===== config.mk =====
export PLATFORM = sky130hd
export DESIGN_NAME = exec_datapath
export DESIGN_NICKNAME = d
export VERILOG_FILES = /design/src/rtl/exec_datapath.sv
export SDC_FILE = /design/constraint.sdc
export NUM_CORES = 2
export LEC_CHECK = 0
export ABC_AREA = 1
export ABC_CLOCK_PERIOD_IN_PS = 7350
export CAP_MARGIN = 10
export CORE_AREA = 2 2 514 516
export CTS_CLUSTER_SIZE = 30
export DETAILED_ROUTE_END_ITERATION = 7
export DIE_AREA = 0 0 516 518
export SYNTH_ARGS = -nofsm -noshare
export SYNTH_HDL_FRONTEND = slang
export SYNTH_SLANG_ARGS = --single-unit

===== constraint.sdc =====
create_clock -name clk -period 7.35 [get_ports clk]
set_input_delay 0.735 -clock clk [delete_from_list [all_inputs] [get_ports clk]]
set_output_delay 0.735 -clock clk [all_outputs]
set_load 0.01 [all_outputs]

===== src/rtl/exec_datapath.sv =====
`default_nettype none
// ============================================================================
// Module  : exec_datapath
// Purpose : integer ALU, single-cycle FPU subset (abs/cmp/round.w/cvt.s.w)
//           and the 32x32 FPR with prioritised write arbitration.
// Revision: 1.0
// ============================================================================
module exec_datapath (
    input  logic          clk,
    input  logic          rstn,
    input  logic [31:0]   alu_data_a,
    input  logic [31:0]   alu_data_b,
    input  logic [4:0]    alu_data_c,
    input  logic [3:0]    alu_pattern,
    output logic [31:0]   alu_out,
    input  logic [31:0]   fpu_data_a,
    input  logic [31:0]   fpu_data_b,
    input  logic [5:0]    fpu_data_c,
    input  logic [9:0]    fpu_in_valid,
    output logic [31:0]   fpu_out,
    output logic          fpu_out_valid,
    input  logic          load_finish,
    input  logic          fl_valid,
    input  logic [31:0]   rdata,
    input  logic [4:0]    regaddr,
    input  logic          wfpr_valid2,
    input  logic [31:0]   gpr_out,
    output logic [1023:0] fpr,
    output logic          wfpr_finish
);

    // ---------------- ALU ----------------
    logic [31:0] w_alu_res;

    always_comb begin
        w_alu_res = '0;
        case (alu_pattern)
            4'd0:    w_alu_res = alu_data_a;
            4'd1:    w_alu_res = alu_data_a + alu_data_b;
            4'd2:    w_alu_res = alu_data_a & alu_data_b;
            4'd3:    w_alu_res = alu_data_a | alu_data_b;
            4'd4:    w_alu_res = alu_data_b << alu_data_a[4:0];
            4'd5:    w_alu_res = alu_data_b >> alu_data_a[4:0];
            4'd6:    w_alu_res = alu_data_a - alu_data_b;
            4'd7:    w_alu_res = $signed(alu_data_b) >>> alu_data_a[4:0];
            4'd8:    w_alu_res = ($signed(alu_data_a) < $signed(alu_data_b)) ? 32'd1 : 32'd0;
            4'd9:    w_alu_res = ~(alu_data_a | alu_data_b);
            default: w_alu_res = '0;
        endcase
    end

    assign alu_out = w_alu_res;

    // ---------------- FPU launch decode ----------------
    logic [8:0] w_op;
    logic       w_onehot;
    logic       w_launch;

    assign w_op     = fpu_in_valid[9:1];
    assign w_onehot = (w_op != 9'd0) && ((w_op & (w_op - 9'd1)) == 9'd0);
    assign w_launch = fpu_in_valid[0] & w_onehot;

    // ---------------- compare ----------------
    // Denormals collapse to +0 so that +0, -0 and denormals all compare equal.
    logic        w_a_zero, w_b_zero, w_sa, w_sb, w_eq, w_lt, w_cmp;
    logic [30:0] w_ma, w_mb;

    assign w_a_zero = (fpu_data_a[30:23] == 8'd0);
    assign w_b_zero = (fpu_data_b[30:23] == 8'd0);
    assign w_sa     = fpu_data_a[31] & ~w_a_zero;
    assign w_sb     = fpu_data_b[31] & ~w_b_zero;
    assign w_ma     = w_a_zero ? 31'd0 : fpu_data_a[30:0];
    assign w_mb     = w_b_zero ? 31'd0 : fpu_data_b[30:0];
    assign w_eq     = (w_sa == w_sb) && (w_ma == w_mb);
    assign w_lt     = (w_sa != w_sb) ? w_sa : (w_sa ? (w_ma > w_mb) : (w_ma < w_mb));

    always_comb begin
        w_cmp = 1'b0;
        case (fpu_data_c)
            6'b001100: w_cmp = w_lt;
            6'b010100: w_cmp = w_eq;
            6'b011100: w_cmp = w_lt | w_eq;
            6'b100100: w_cmp = ~w_lt & ~w_eq;
            6'b101100: w_cmp = ~w_eq;
            6'b110100: w_cmp = ~w_lt;
            default:   w_cmp = 1'b0;
        endcase
    end

    // ---------------- round.w (nearest, ties away) ----------------
    logic [7:0]  w_rexp, w_rshr, w_rshl;
    logic [23:0] w_rman;
    logic [55:0] w_rv;
    logic [31:0] w_rmag_r, w_rmag_l, w_rmag, w_round;

    assign w_rexp   = fpu_data_a[30:23];
    assign w_rman   = {1'b1, fpu_data_a[22:0]};
    assign w_rshr   = 8'd150 - w_rexp;
    assign w_rshl   = w_rexp - 8'd150;
    // Bit 31 of the shifted value is the half bit; adding it rounds ties away.
    assign w_rv     = {w_rman, 32'd0} >> w_rshr[4:0];
    assign w_rmag_r = {8'd0, w_rv[55:32]} + {31'd0, w_rv[31]};
    assign w_rmag_l = {8'd0, w_rman} << w_rshl[2:0];
    assign w_rmag   = (w_rexp < 8'd126) ? 32'd0 :
                      (w_rexp < 8'd150) ? w_rmag_r : w_rmag_l;
    assign w_round  = (w_rexp >= 8'd158) ?
                      (fpu_data_a[31] ? 32'h8000_0000 : 32'h7FFF_FFFF) :
                      (fpu_data_a[31] ? -w_rmag : w_rmag);

    // ---------------- cvt.s.w (round to nearest even) ----------------
    logic [31:0] w_cmag, w_cnorm, w_cvt;
    logic [4:0]  w_cpos;
    logic        w_cround;
    logic [24:0] w_csum;
    logic [7:0]  w_cexp;
    logic [22:0] w_cfrac;

    assign w_cmag = fpu_data_a[31] ? -fpu_data_a : fpu_data_a;

    always_comb begin
        w_cpos = '0;
        for (int i = 0; i < 32; i++) begin
            if (w_cmag[i]) w_cpos = i[4:0];
        end
    end

    assign w_cnorm  = w_cmag << (5'd31 - w_cpos);
    assign w_cround = w_cnorm[7] & ((|w_cnorm[6:0]) | w_cnorm[8]);
    assign w_csum   = {1'b0, w_cnorm[31:8]} + {24'd0, w_cround};
    assign w_cexp   = 8'd127 + {3'd0, w_cpos} + {7'd0, w_csum[24]};
    assign w_cfrac  = w_csum[24] ? 23'd0 : w_csum[22:0];
    assign w_cvt    = (fpu_data_a == 32'd0) ? 32'd0 : {fpu_data_a[31], w_cexp, w_cfrac};

    // ---------------- result select and register ----------------
    logic [31:0] w_fpu_res;

    always_comb begin
        w_fpu_res = '0;
        if (w_op[5])      w_fpu_res = {1'b0, fpu_data_a[30:0]};
        else if (w_op[6]) w_fpu_res = {31'd0, w_cmp};
        else if (w_op[7]) w_fpu_res = w_round;
        else if (w_op[8]) w_fpu_res = w_cvt;
    end

    logic [31:0] r_fpu_out;
    logic        r_fpu_valid;

    always_ff @(posedge clk or negedge rstn) begin
        if (!rstn) begin
            r_fpu_out   <= '0;
            r_fpu_valid <= 1'b0;
        end else begin
            r_fpu_valid <= w_launch;
            if (w_launch) r_fpu_out <= w_fpu_res;
        end
    end

    assign fpu_out       = r_fpu_out;
    assign fpu_out_valid = r_fpu_valid;

    // ---------------- FPR write arbitration ----------------
    logic        w_wr_en;
    logic [31:0] w_wr_data;

    always_comb begin
        w_wr_en   = 1'b1;
        w_wr_data = r_fpu_out;
        if (r_fpu_valid)                   w_wr_data = r_fpu_out;
        else if (load_finish && fl_valid)  w_wr_data = rdata;
        else if (wfpr_valid2)              w_wr_data = gpr_out;
        else                               w_wr_en   = 1'b0;
    end

    logic [31:0] r_fpr [32];
    logic        r_wfpr_finish;

    always_ff @(posedge clk or negedge rstn) begin
        if (!rstn) begin
            for (int i = 0; i < 32; i++) r_fpr[i] <= '0;
            r_wfpr_finish <= 1'b0;
        end else begin
            r_wfpr_finish <= w_wr_en;
            if (w_wr_en) r_fpr[regaddr] <= w_wr_data;
        end
    end

    assign wfpr_finish = r_wfpr_finish;

    for (genvar gi = 0; gi < 32; gi++) begin : g_fpr_flat
        assign fpr[32*gi +: 32] = r_fpr[gi];
    end

    logic w_unused;
    assign w_unused = &{1'b0, alu_data_c, w_rv[30:0], w_rshr[7:5], w_rshl[7:3], w_csum[23]};

endmodule
`default_nettype wire


==> results.py <==
metrics = {
    "power": {
        "peakVddDrop_uv": 235.2,
        "power_density_nw_per_um2": 263.7,
        "power.leakage_uw": 0.03409,
    },
    "worst_hold_path": {
        "hold_class": "input pin to async pin",
    },
    "synth": {
        "syn_area_um2": 54660,
        "syn_nets": 7408,
        "synth-async-reset-ratio": 1.000,
        "synth_edf_count": 0,
        "ys_seq_area_frac": 0.4843,
        "ys_warn_count": 0,
        "yosysUniqueCellTypes": 74,
        "synth_flop_cell": "dfrtp_1",
        "synth-seq-cells": 1058,
        "syn_area_per_cell_um2": 7.766,
        "synth_cells": 7039,
    },
    "setup_path": {
        "cp.arrival_ns": 6.14,
        "crit_slowest_cell": "clkdlybuf4s50_1",
        "max_stage_delay_ns": 0.56,
        "r2r-start": "fpu_out_valid$_DFF_PN0_",
        "reg2reg_to": "fpr[277]$_DFFE_PN0P_",
        "crit_type": "input pin to output port",
        "ff2ff_path_depth": 7,
        "cp-start-kind": "input pin",
        "r2r_setup_slack_ns": 4.36,
        "cp_max_fo": 4,
        "critical-path-top-cell-by-count": "nor2_1",
        "cp-end-kind": "output port",
        "required_ns": 6.61,
    },
    "detailed_routing": {
        "routed-via-count": 55080,
        "drc": 0,
        "vias_per_cell": 4.665,
        "wirelength_um": 296800,
        "wire_per_inst_um": 25.14,
        "drt_first_pass_iters": 6,
        "ant_nets": 0,
        "drt_iter0_drc": 5774,
    },
    "global_routing": {
        "grt-ovfl-total": 0,
        "grt_pass1_vias": 50870,
        "grt_max_degree": 171,
        "antenna_found_initial": 93,
        "grtUsageTotal": 0.2132,
        "grt_first_pass_wirelength_um": 406300,
    },
    "clocking": {
        "clk_pin_slew_ns": 0.06,
        "cts_tree": "built",
        "htreeDepth": 3,
        "cts_sinks": 1058,
        "cts_buffers": 116,
        "clock_latency_ns": 0.81,
        "clock_path_buffers": 3,
        "cts-root-buf": "clkbuf_16",
        "cts_setup_buffers": 0,
    },
    "sta": {
        "fin_skew_ns": 0.06245,
        "slew_violations": 0,
        "rsz0062_at_grt": "yes",
        "tightest_slew_ns": 1.178,
        "relSlewSlack": 0.2049,
        "fin_crit_sh": 0.9360,
        "setup-violations-final": 0,
        "setup_ws_ns": 0.4706,
        "fmax_ghz": 0.1454,
        "tns_ns": 0,
        "hold_viol_final": 0,
        "min_period_ns": 6.879,
    },
    "floorplanning": {
        "die_x_um": 516,
        "fp.dieH_um": 518,
        "start_util": 0.2090,
        "pin_count": 1317,
        "rows": 188,
        "core_um2": 261600,
        "die_area_um2": 267300,
    },
    "finish": {
        "finish.instance_area_um2": 76450,
        "drive_gt1_frac": 0.06810,
        "layout_commonest_cell": "nand2_1",
        "num-nets-final": 8541,
        "most-common-layout-cells": "1919 x nand2_1, 1356 x o21ai_0, 1302 x clkdlybuf4s50_1",
        "syn2layout_area_growth_pct": 39.86,
    },
    "place": {
        "place_congestion": 0.9729,
        "dp_slack_ns": 0.3302,
        "hpwl_um": 224500,
        "io_buffers": 1311,
        "placed_cell_area_um2": 72350,
    },
    "outcome": {
        "status": "complete, no violations",
    },
    "job": {
        "max-cap-violations": 0,
    },
}
-- metal layers --
layer | part of all wire | wire length (µm) | vias to the layer above | GRT usage
li1 | - | - | 25590 | -
met1 | 0.41 | 121600 | 26490 | 0.2699
met2 | 0.46 | 137300 | 2491 | 0.3471
met3 | 0.086 | 25490 | 491 | 0.05230
met4 | 0.041 | 12270 | 24 | 0.08311
met5 | 0.00051 | 152 | - | 0
-- worst max-delay path by stage --
stage	slack, ns	endpoint	depth (start not counted)	start
6_report	0.47	alu_out[31]	39	alu_data_b[2]
5_1_grt	-0.05	alu_out[31]	41	alu_data_b[1]
4_1_cts	0.29	alu_out[31]	41	alu_data_b[1]
3_5_place_dp	0.33	alu_out[30]	37	alu_data_b[2]
3_3_place_gp	0.26	alu_out[30]	37	alu_data_b[3]
2_1_floorplan	1.28	alu_out[29]	40	alu_data_a[1]
-- logic make-up (layout without fill, tap and decap cells) --
logic type | count (synthesis) | in the layout | share of synthesized area
other | 0 | 26 | 0
AND/OR/NAND/NOR | 2927 | 2927 | 0.2183
XOR/XNOR | 48 | 48 | 0.008378
multiplexers | 10 | 10 | 0.001831
AO/OA/AOI/OAI | 1924 | 1924 | 0.1884
adder cells (fa/ha/maj) | 142 | 142 | 0.03278
flip-flops | 1058 | 1058 | 0.4843
buffers and inverters | 930 | 2158 | 0.06599
-- synth_stat cells (all sizes together) (14+ instances only) --
| library cell | n | area share |
|---|---|---|
| nand3 | 305 | 0.029 |
| ha | 140 | 0.032 |
| o211ai | 40 | 0.0055 |
| xor2 | 41 | 0.0073 |
| or2 | 18 | 0.0021 |
| inv | 432 | 0.030 |
| dfrtp | 1058 | 0.48 |
| nand4 | 31 | 0.0037 |
| clkbuf | 431 | 0.030 |
| nor3 | 81 | 0.0081 |
| a211oi | 22 | 0.0030 |
| nor2 | 500 | 0.036 |
| o21ai | 1388 | 0.13 |
| a31oi | 18 | 0.0021 |
| a2111oi | 14 | 0.0022 |
| a21oi | 314 | 0.029 |
| o2111ai | 24 | 0.0038 |
| buf | 58 | 0.0061 |
| nand2 | 1968 | 0.14 |
| a221oi | 19 | 0.0030 |
-- report_power, final --
part,internal (µW),total (µW),switching [µW]
clock,3470,6080,2610
sequential,6890,7520,628
combinational,2850,6560,3710
-- worst max-delay path, delay by kind of cell --
| family | cells | cell delay [ns] |
|---|---|---|
| AOI/OAI and AO/OA | 6 | 1.05 |
| xor gates and xnor gates | 1 | 0.06 |
| adders and majority gates | 1 | 0.31 |
| buffers and inverters | 9 | 1.86 |
| and+or+nand+nor | 22 | 2.11 |
-- state kept, by name, indices dropped and copies added, names as in the netlist --
signal,count
fpr,1024
fpu_out,32
fpu_out_valid,1
wfpr_finish,1
-- metrics by stage --
step | std cells | hold slack, ns | total power, µW | util
6_report | 11810 | 0.4655 | 20160 | 0.2923
5_1_grt | 11790 | 0.4625 | 21130 | 0.2921
4_1_cts | 11780 | 0.4402 | 20330 | 0.2918
3_5_place_dp | 11570 | 0.4713 | 14160 | 0.2766
3_3_place_gp | 11570 | 0.4638 | 14090 | 0.2765
2_1_floorplan | 7039 | 0.4394 | 10030 | -
-- layout make-up --
type / count / area [µm²]
multi-input combinational: 5051 / 25100
antenna: 26 / 65.06
clock inverter: 42 / 569.3
sequential: 1058 / 26480
inverter: 441 / 1655
tap: 3515 / 4398
timing repair buffer: 1504 / 14770
clock buffer: 171 / 3410
fill: 28370 / 185100
-- what timing repair did --
action                                  4_1_cts  5_1_grt
endpoints found under the hold margin        55        0
hold buffers                                  1        0
endpoints found under the setup margin        0        7
resized for setup                             0       15
No activity file was read; power rests on OpenSTA's default activity.
